$ cat src/rtl/sap_clock_gate_ctrl.sv
`default_nettype none
// ============================================================================
// Module      : sap_clock_gate_ctrl
// Description : Per-domain clock-gating sequencer. Each domain is gated after
//               a sleep request plus a run of idle cycles, and reopens on a
//               wake event. A round-robin arbiter lets only one domain
//               through its wake window at a time to bound restart inrush.
// Revision    : 1.0 - initial release
// ============================================================================
module sap_clock_gate_ctrl #(
    parameter int NUM_DOMAINS = 4,
    parameter int IDLE_CYCLES = 8,
    parameter int WAKE_CYCLES = 2
) (
    input  logic                   clk_i,
    input  logic                   rst_i,
    input  logic                   test_en_i,
    input  logic [NUM_DOMAINS-1:0] sleep_req_i,
    input  logic [NUM_DOMAINS-1:0] idle_i,
    input  logic [NUM_DOMAINS-1:0] wake_i,
    output logic [NUM_DOMAINS-1:0] en_o,
    output logic [NUM_DOMAINS-1:0] gated_o,
    output logic [NUM_DOMAINS-1:0] wake_done_o
);

    localparam int c_MAX_CNT = (IDLE_CYCLES > WAKE_CYCLES) ? IDLE_CYCLES : WAKE_CYCLES;
    localparam int c_CW      = $clog2(c_MAX_CNT + 1);
    localparam int c_PW      = (NUM_DOMAINS > 1) ? $clog2(NUM_DOMAINS) : 1;

    localparam logic [c_CW-1:0] c_IDLE_LAST = c_CW'(IDLE_CYCLES - 1);
    localparam logic [c_CW-1:0] c_WAKE_LAST = c_CW'(WAKE_CYCLES - 1);

    localparam logic [2:0] c_ST_ACTIVE    = 3'd0;
    localparam logic [2:0] c_ST_DRAIN     = 3'd1;
    localparam logic [2:0] c_ST_GATED     = 3'd2;
    localparam logic [2:0] c_ST_WAKE_PEND = 3'd3;
    localparam logic [2:0] c_ST_WAKE      = 3'd4;

    logic [NUM_DOMAINS-1:0] w_pend;     // domain waiting for a wake grant
    logic [NUM_DOMAINS-1:0] w_in_wake;  // domain currently in its wake window
    logic [NUM_DOMAINS-1:0] w_grant;
    logic                   w_grant_vld;
    logic [c_PW-1:0]        w_grant_nxt_ptr;
    logic [c_PW-1:0]        r_rr_ptr;

    // Round-robin pick of one pending domain, only while no wake is in progress
    always_comb begin
        w_grant         = '0;
        w_grant_vld     = 1'b0;
        w_grant_nxt_ptr = r_rr_ptr;
        if (w_in_wake == '0) begin
            for (int j = 0; j < NUM_DOMAINS; j++) begin
                if (!w_grant_vld && w_pend[(int'(r_rr_ptr) + j) % NUM_DOMAINS]) begin
                    w_grant_vld = 1'b1;
                    w_grant[(int'(r_rr_ptr) + j) % NUM_DOMAINS] = 1'b1;
                    w_grant_nxt_ptr = c_PW'((int'(r_rr_ptr) + j + 1) % NUM_DOMAINS);
                end
            end
        end
    end

    // Round-robin pointer advances past the domain just granted
    always_ff @(posedge clk_i or posedge rst_i) begin
        if (rst_i) begin
            r_rr_ptr <= '0;
        end else if (w_grant_vld) begin
            r_rr_ptr <= w_grant_nxt_ptr;
        end
    end

    for (genvar i = 0; i < NUM_DOMAINS; i++) begin : g_dom
        logic [2:0]      r_state;
        logic [c_CW-1:0] r_cnt;
        logic            r_wake_done;

        // Per-domain sleep/wake sequencer
        always_ff @(posedge clk_i or posedge rst_i) begin
            if (rst_i) begin
                r_state     <= c_ST_ACTIVE;
                r_cnt       <= '0;
                r_wake_done <= 1'b0;
            end else begin
                r_wake_done <= 1'b0;
                case (r_state)
                    c_ST_ACTIVE: begin
                        if (sleep_req_i[i] && !wake_i[i]) begin
                            r_state <= c_ST_DRAIN;
                            r_cnt   <= '0;
                        end
                    end
                    c_ST_DRAIN: begin
                        // A wake or dropped request beats a completed idle run
                        if (wake_i[i] || !sleep_req_i[i]) begin
                            r_state <= c_ST_ACTIVE;
                        end else if (idle_i[i] && (r_cnt == c_IDLE_LAST)) begin
                            r_state <= c_ST_GATED;
                        end else if (idle_i[i]) begin
                            r_cnt <= r_cnt + c_CW'(1);
                        end else begin
                            r_cnt <= '0;
                        end
                    end
                    c_ST_GATED: begin
                        if (wake_i[i] || !sleep_req_i[i]) begin
                            r_state <= c_ST_WAKE_PEND;
                        end
                    end
                    c_ST_WAKE_PEND: begin
                        if (w_grant[i]) begin
                            r_state <= c_ST_WAKE;
                            r_cnt   <= '0;
                        end
                    end
                    c_ST_WAKE: begin
                        if (r_cnt == c_WAKE_LAST) begin
                            r_state     <= c_ST_ACTIVE;
                            r_wake_done <= 1'b1;
                        end else begin
                            r_cnt <= r_cnt + c_CW'(1);
                        end
                    end
                    default: begin
                        r_state <= c_ST_ACTIVE;
                        r_cnt   <= '0;
                    end
                endcase
            end
        end

        // Outputs decode straight from state flops so the gate enable is glitch-free
        assign w_pend[i]      = (r_state == c_ST_WAKE_PEND);
        assign w_in_wake[i]   = (r_state == c_ST_WAKE);
        assign en_o[i]        = (r_state == c_ST_ACTIVE) || (r_state == c_ST_DRAIN) ||
                                (r_state == c_ST_WAKE) || test_en_i;
        assign gated_o[i]     = (r_state == c_ST_GATED) || (r_state == c_ST_WAKE_PEND);
        assign wake_done_o[i] = r_wake_done;
    end

endmodule
`default_nettype wire

$ cat config.mk
export PLATFORM = sky130hd
export DESIGN_NAME = sap_clock_gate_ctrl
export DESIGN_NICKNAME = d
export VERILOG_FILES = /design/src/rtl/sap_clock_gate_ctrl.sv
export SDC_FILE = /design/constraint.sdc
export NUM_CORES = 1
export LEC_CHECK = 0
export CORE_MARGIN = 5
export CORE_UTILIZATION = 60
export CTS_BUF_LIST = sky130_fd_sc_hd__clkbuf_8 sky130_fd_sc_hd__clkbuf_16
export DETAILED_ROUTE_END_ITERATION = 6
export PLACE_DENSITY = 0.8
export SYNTH_ARGS = -nofsm -noshare
export SYNTH_HDL_FRONTEND = slang
export SYNTH_SLANG_ARGS = --single-unit
$ cat constraint.sdc
create_clock -name clk_i -period 6 [get_ports clk_i]
set_input_delay 1.8 -clock clk_i [delete_from_list [all_inputs] [get_ports clk_i]]
set_output_delay 1.8 -clock clk_i [all_outputs]
set_load 0.02 [all_outputs]
==> results of run 1 <==
## sequential cells by signal (all words and copies together) (netlist names)
signal             flops
g_dom.r_wake_done      4
g_dom.r_state         12
g_dom.r_cnt           16
r_rr_ptr               2
## critical path, stage by stage
cell and delay, ps:
clkdlybuf4s50_1 520, or2_2 360, clkdlybuf4s50_1 560
## area by class of cell
| type | instances | area share, % |
|---|---|---|
| clock buffers | 5 | 2.198 |
| clock inverters | 2 | 0.4796 |
| inverters | 13 | 1.559 |
| multi-input cells | 260 | 57.87 |
| flip-flops and latches | 34 | 27.18 |
| well taps | 54 | 2.158 |
| repair buffers | 27 | 8.553 |
## metal layers
layer  vias up  part of all wire, %  global-route usage [%]
met5         -                    0                       0
met4         0                  1.2                   6.469
met3         7                  4.3                   4.649
met2        63                   48                   34.30
met1      1195                   47                   28.75
li1       1236                    -                       -
## metrics by stage
step	power [uW]	area [sq um]
after floorplan	739.0	2839
after global placement	829.2	3047
after detailed placement	842.4	3047
after CTS	1010	3131
after global routing	1097	3131
final	1010	3131
## logic make-up (layout without fill, tap and decap cells)
group	Yosys count	after routing	share of synthesized area, %
AOI/OAI and AO/OA	102	102	24.15
DFF	34	34	29.97
adders and majority gates	16	16	7.051
buffers and inverters	33	47	6.214
and+or+nand+nor	132	132	27.33
xor gates and xnor gates	1	1	0.3086
muxes	9	9	4.980
## layout by cell type (no fill, tap or decap), types with 2 or more instances in the layout
cell and n:
a211o_1 3, a211oi_1 5, a21o_1 5, a21oi_1 23, a22o_1 3, a31oi_1 10, a41oi_1 5, and3_1 2
and3b_1 4, and4b_1 3, clkbuf_8 5, clkdlybuf4s50_1 26, clkinvlp_4 2, dfrtp_1 34, ha_1 16, inv_1 12
mux2i_1 4, mux4_2 4, nand2_1 27, nand2b_1 12, nand3_1 6, nand3b_1 4, nor2_1 22, nor2b_1 14
nor3_1 10, nor3b_1 6, nor4_1 2, o211ai_1 5, o21a_1 2, o21ai_0 17, o21ai_1 5, o21bai_1 4
o221ai_1 3, o22ai_1 2, or2_2 5
## power groups by stage
stage / logic, uW / clock network, uW / registers, uW
2_1_floorplan: 421 / 0 / 318
3_3_place_gp: 453 / 0 / 376
3_5_place_dp: 463 / 0 / 379
4_1_cts: 465 / 170 / 375
5_1_grt: 527 / 180 / 389
6_report: 469 / 165 / 377
## worst paths after layout
path | startpoint | to | slack, ps | cells after the start
setup / recovery | test_en_i | en_o[2] | 960 | 3
hold / removal | g_dom[1].r_cnt[3] | g_dom[1].r_cnt[3] | 520 | 1
setup reg to reg | r_rr_ptr[0] | g_dom[1].r_state[1] | 2600 | 8
hold reg to reg | g_dom[1].r_cnt[3] | g_dom[1].r_cnt[3] | 520 | 1
max in group asynchronous | rst_i | g_dom[1].r_state[0] | 3760 | 3
min in group asynchronous | rst_i | g_dom[3].r_state[1] | 1920 | 3
==> key figures, run 1 <==
Outcome
  • Status: complete, no violations

STA
  • Total negative slack: 0 ps
  • Hold_ws: ~520 ps
  • Final WS setup: around 960 ps
  • Max frequency: a little under 200 MHz
  • Worst Skew: roughly 5.6 ps
  • RSZ-0062 raised after global routing: false
  • Final max-slew violation count: 0
  • Rel. slew slack: a little under three fifths
  • Final period util: a little over four fifths
  • Setup-failing EPs final: 0
  • Fin crit period: 5035 ps
  • Slew of the pin with the lowest slew margin: around 650 ps
  • Final Hold Viols: 0

Yosys
  • Synth cell count leaders: 34 x dfrtp_1, 27 x nand2_1, 23 x a21oi_1
  • Synthesized instance count: about 330
  • Synth Flop Type: dfrtp_1
  • Syn Nets: between 300 and 400
  • Area contributors post-synth: dfrtp_1 30%, ha_1 7.1%, a21oi_1 4.1%
  • Top-area cell type share of the netlist area: roughly 30%
  • Post-Syn Area: about 2800 sq um
  • Post-synth top area cell: dfrtp_1
  • Syn Area/Cell: roughly 8.7 sq um
  • Post-synth ARST share: 100.0%
  • Seq/Total Area, Yosys: between 20 and 30%
  • Syn. warnings: 0
  • Most frequent cell after synthesis: dfrtp_1
  • FF+latch count, synth: 34
  • Synth cell types: 65
  • Post-synth EDFFs: 0

Layout
  • Total Nets Final: roughly 370
  • Final core occ: about two thirds
  • Area occupied by multi-input gates: between 1500 and 2000 sq um
  • Share of cells above drive strength 1: around 7.6%
  • Sequential cell area: about 850 sq um
  • ANT cells: 0
  • Non-Filler Instances: 395
  • Area delta synth->final: 10.27%
  • # fillers: between 300 and 400

Route
  • Drt pass-1 iters: 6
  • Vias: around 2500
  • Detailed Route Iter0 Violations: 228
  • DRC: 0
  • Vias per cell: 6.332
  • Drt wl/cell: between 15 and 20 um
  • Routed Antenna Nets: 0
  • DRT Wirelength: between 6000 and 7000 um

GRT
  • Vias in the first global route: 2298
  • Largest net degree at the start of global routing: 35
  • First-pass GRT wire length: 10670 um
  • Initial antenna violation count: 0
  • GRT Total Usage: about a fifth
  • Congestion Overflow GR: 0

Worst hold path
  • Hold Crit Class: flop to flop

Power and ir drop
  • Sw Pwr: ~450 uW
  • Part of the power in registers: 37.3%
  • Combinational share of power: a little under half
  • Power Density: between 300 and 400 nW/um^2
  • Peak VDD IR: ~0.00015 V
  • Static leakage: 0.001325 uW
  • Clock power frac: 16.3%
  • P_int: 565.0 uW
  • Switching Share: between 40 and 50%

Die
  • Core ar.: 4661 sq um
  • Number of top-level pins: 27
  • Row count: 25
  • Die height: 78.79 um
  • Die ar.: approximately 6200 sq um
  • Die W: between 70 and 80 um
  • Initial Util: about three fifths

Clock network
  • CTS buffer count: 5
  • CTS max path bufs: 2
  • Worst-path clk slew: roughly 70 ps
  • H-tree levels: 2
  • Setup Fix Bufs, Post-CTS: 0
  • CTS tree: yes
  • CTS sink count: 34
  • Hold_buf cts: 0
  • Clk_lat worst skew: a little under 300 ps
  • Clk root buf: clkbuf_8
  • Cts repair resizes: 0

Place
  • Final GP Congestion: 0.9422
  • Port Buf Inserts: 26
  • Dpl ws: roughly 970 ps
  • Dpl cells: between 300 and 400
  • HPWL Detailed: roughly 4600 um

Critical path
  • CP Launch Type: input port
  • Worst-path maximum fanout: 4
  • Worst EP required: around 4200 ps
  • Kind of critical path: input port to output port
  • CP Data Arrival Time: ~3200 ps
  • CP Capture Type: output port

Job
  • Max cap viols: 0
(Power assumes the default switching activity.)
==> inputs of run 2 (changes only) <==
--- a/config.mk
+++ b/config.mk
@@ -6,10 +6,10 @@
 export NUM_CORES = 1
 export LEC_CHECK = 0
 export CORE_MARGIN = 5
-export CORE_UTILIZATION = 60
+export CORE_UTILIZATION = 58
 export CTS_BUF_LIST = sky130_fd_sc_hd__clkbuf_8 sky130_fd_sc_hd__clkbuf_16
 export DETAILED_ROUTE_END_ITERATION = 6
-export PLACE_DENSITY = 0.8
+export PLACE_DENSITY = 0.78
 export SYNTH_ARGS = -nofsm -noshare
 export SYNTH_HDL_FRONTEND = slang
 export SYNTH_SLANG_ARGS = --single-unit
==> constraint.sdc (replaced) <==
create_clock -name clk_i -period 4.99 [get_ports clk_i]
set_input_delay 1.497 -clock clk_i [delete_from_list [all_inputs] [get_ports clk_i]]
set_output_delay 1.497 -clock clk_i [all_outputs]
set_load 0.02 [all_outputs]
==> key figures, run 2 (synthesized netlist as in run 1, its figures left out) <==
Die
  • Row count: 25 (unchanged)
  • Die height: 79.96 um (+1.5%)
  • Number of top-level pins: 27 (unchanged)
  • Die W: 79.96 um (+1.5%)
  • Die ar.: 6394 sq um (+3.0%)
  • Core ar.: 4723 sq um (+1.3%)
  • Initial Util: 60.11% (-0.81 points)

Clock network
  • Clk_lat worst skew: 290 ps (about the same)
  • CTS sink count: 34 (unchanged)
  • Hold_buf cts: 0 (unchanged)
  • Clk root buf: clkbuf_8
  • Cts repair resizes: 0 (unchanged)
  • CTS max path bufs: 2 (unchanged)
  • Setup Fix Bufs, Post-CTS: 0 (unchanged)
  • CTS buffer count: 5 (unchanged)
  • Worst-path clk slew: 70 ps (about the same)
  • CTS tree: yes
  • H-tree levels: 2 (unchanged)

Layout
  • Top flop regs: g_dom.r_cnt (16), g_dom.r_state (12), g_dom.r_wake_done (4)
  • Commonest non-fill, non-tap cell in the layout: dfrtp_1
  • # fillers: 408 (+7.4%)
  • Sequential cell area: 850.8 sq um (unchanged)
  • Max reg flops: 16 (unchanged)
  • Area occupied by multi-input gates: 1812 sq um (unchanged)
  • Area delta synth->final: 10.84%
  • ANT cells: 0 (unchanged)
  • Share of cells above drive strength 1: 7.625% (unchanged)
  • Top reg by flops: g_dom.r_cnt
  • Final core occ: 66.62% (-0.55 points)
  • Total Nets Final: 372 (unchanged)
  • Most frequent cells in the layout: 34 x dfrtp_1, 27 x nand2_1, 26 x clkdlybuf4s50_1

STA
  • Rel. slew slack: 52.69% (-3.7 points)
  • Worst Skew: 3.178 ps (-2.425 ps)
  • Final period util: between 80% and 90%
  • Setup-failing EPs final: 0 (unchanged)
  • RSZ-0062 raised after global routing: false
  • Slew of the pin with the lowest slew margin: 708.1 ps (+55.59 ps)
  • Total negative slack: 0 ps (unchanged)
  • Final Hold Viols: 0 (unchanged)
  • Max frequency: around 230 MHz
  • Final max-slew violation count: 0 (unchanged)
  • Final WS setup: 595.6 ps (-369.2 ps)
  • Fin crit period: 4394 ps

Route
  • Drt pass-1 iters: 4 (-2)
  • Vias: 2514 (+0.52%)
  • DRC: 0 (unchanged)
  • Routed Antenna Nets: 0 (unchanged)
  • Drt wl/cell: 14.93 um (-5.6%)
  • Vias per cell: 6.162 (-2.7%)
  • DRT Wirelength: 6090 um (-2.5%)
  • Detailed Route Iter0 Violations: 201 (-12%)

GRT
  • Congestion Overflow GR: 0 (unchanged)
  • Initial antenna violation count: 0 (unchanged)
  • Met2 usage: 31.13% (-3.2 points)
  • GRT Total Usage: 20.73% (-0.59 points)
  • Global Route met1 Usage: 29.55% (+0.81 points)
  • First-pass GRT wire length: 10560 um (-1.0%)
  • Routing usage on met3: 4.063% (-0.59 points)
  • Largest net degree at the start of global routing: 35 (unchanged)
  • Vias in the first global route: 2286 (-0.52%)
  • Global route hottest layer: met2

Power and ir drop
  • P_int: 680.1 uW (+20%)
  • Sw Pwr: 535.3 uW (+20%)
  • Part of the power in registers: 37.4% (about the same)
  • Peak VDD IR: 0.0002349 V (+61%)
  • Power Density: 386.2 nW/um^2 (+20%)
  • Combinational share of power: 46.6% (+0.2 points)
  • Switching Share: 44.04% (about the same)
  • Clock power frac: 16.0% (-0.3 points)
  • Static leakage: 0.001325 uW (unchanged)

Place
  • Dpl ws: 568.1 ps (-403.0 ps)
  • HPWL Detailed: 4475 um (-2.3%)
  • Final GP Congestion: 0.9413 (about the same)
  • Port Buf Inserts: 26 (unchanged)

Critical path
  • Crit path largest cell delay: 540 ps (-20 ps)
  • CP Launch Type: input port
  • R2R depth: 8 (unchanged)
  • CP Capture Type: output port
  • Kind of critical path: input port to output port
  • Worst-path maximum fanout: 4 (unchanged)
  • Most common cell on crit path: clkdlybuf4s50_1
  • CP Data Arrival Time: 2900 ps (-340 ps)
  • Worst path slowest cell: clkdlybuf4s50_1
  • Worst EP required: 3490 ps (-710 ps)
  • Critical-path cell list: clkdlybuf4s50_1 > or2_2 > clkdlybuf4s50_1

Worst hold path
  • Hold path depth: 1 (unchanged)
  • Hold Crit Class: flop to flop

Job
  • Max cap viols: 0 (unchanged)

Outcome
  • Status: complete, no violations
## run 2: cell counts in the layout (fill, tap and decap cells not counted)
Identical to the previous run, type by type.
## run 2: path summary, 6_finish.rpt
kind                                   startpoint                end  slack (ps)
worst max-delay path                    test_en_i            en_o[0]         600
worst min register to register  g_dom[1].r_cnt[3]  g_dom[1].r_cnt[3]         510
min in group asynchronous                   rst_i  g_dom[2].r_cnt[0]        1600
max in group asynchronous                   rst_i  g_dom[3].r_cnt[2]        3080
worst min-delay path            g_dom[1].r_cnt[3]  g_dom[1].r_cnt[3]         510
worst max register to register        r_rr_ptr[0]  g_dom[0].r_cnt[3]        1580
## run 2: metal layers
metal	share of wire [%]	up-vias	routed length [um]
met1	47	1197	2850
met2	46	71	2778
met3	5.5	11	335
met5	0	-	0
li1	-	1235	-
met4	2.1	0	126
## run 2: through the flow
stage	std cells	cell area [sq um]	hold WS, ps	power [uW]
after global placement	401	3063	505.1	1001
after global routing	408	3147	540.9	1321
after CTS	408	3147	508.9	1218
after floorplan	327	2839	462.3	888.6
after detailed placement	401	3063	498.0	1015
final	408	3147	510.3	1215
## run 2: power groups by stage
stage | Clock [uW] | Sequential, uW | Combinational, uW
3_5_place_dp | 0 | 457 | 558
3_3_place_gp | 0 | 454 | 547
4_1_cts | 203 | 452 | 563
2_1_floorplan | 0 | 382 | 506
5_1_grt | 217 | 470 | 633
6_report | 195 | 454 | 566
## run 2: final cells by class
type,instances,share of cell area [%]
Multi-Input combinational cell,260,57.57
Sequential cell,34,27.04
Timing Repair Buffer,27,8.509
Tap cell,67,2.664
Clock buffer,5,2.187
Inverter,13,1.551
Clock inverter,2,0.4771
## run 2: critical path: cells and delay by family
| family | cells | cell delay [ps] |
|---|---|---|
| simple gates | 1 | 340 |
| buf+inv | 2 | 1060 |
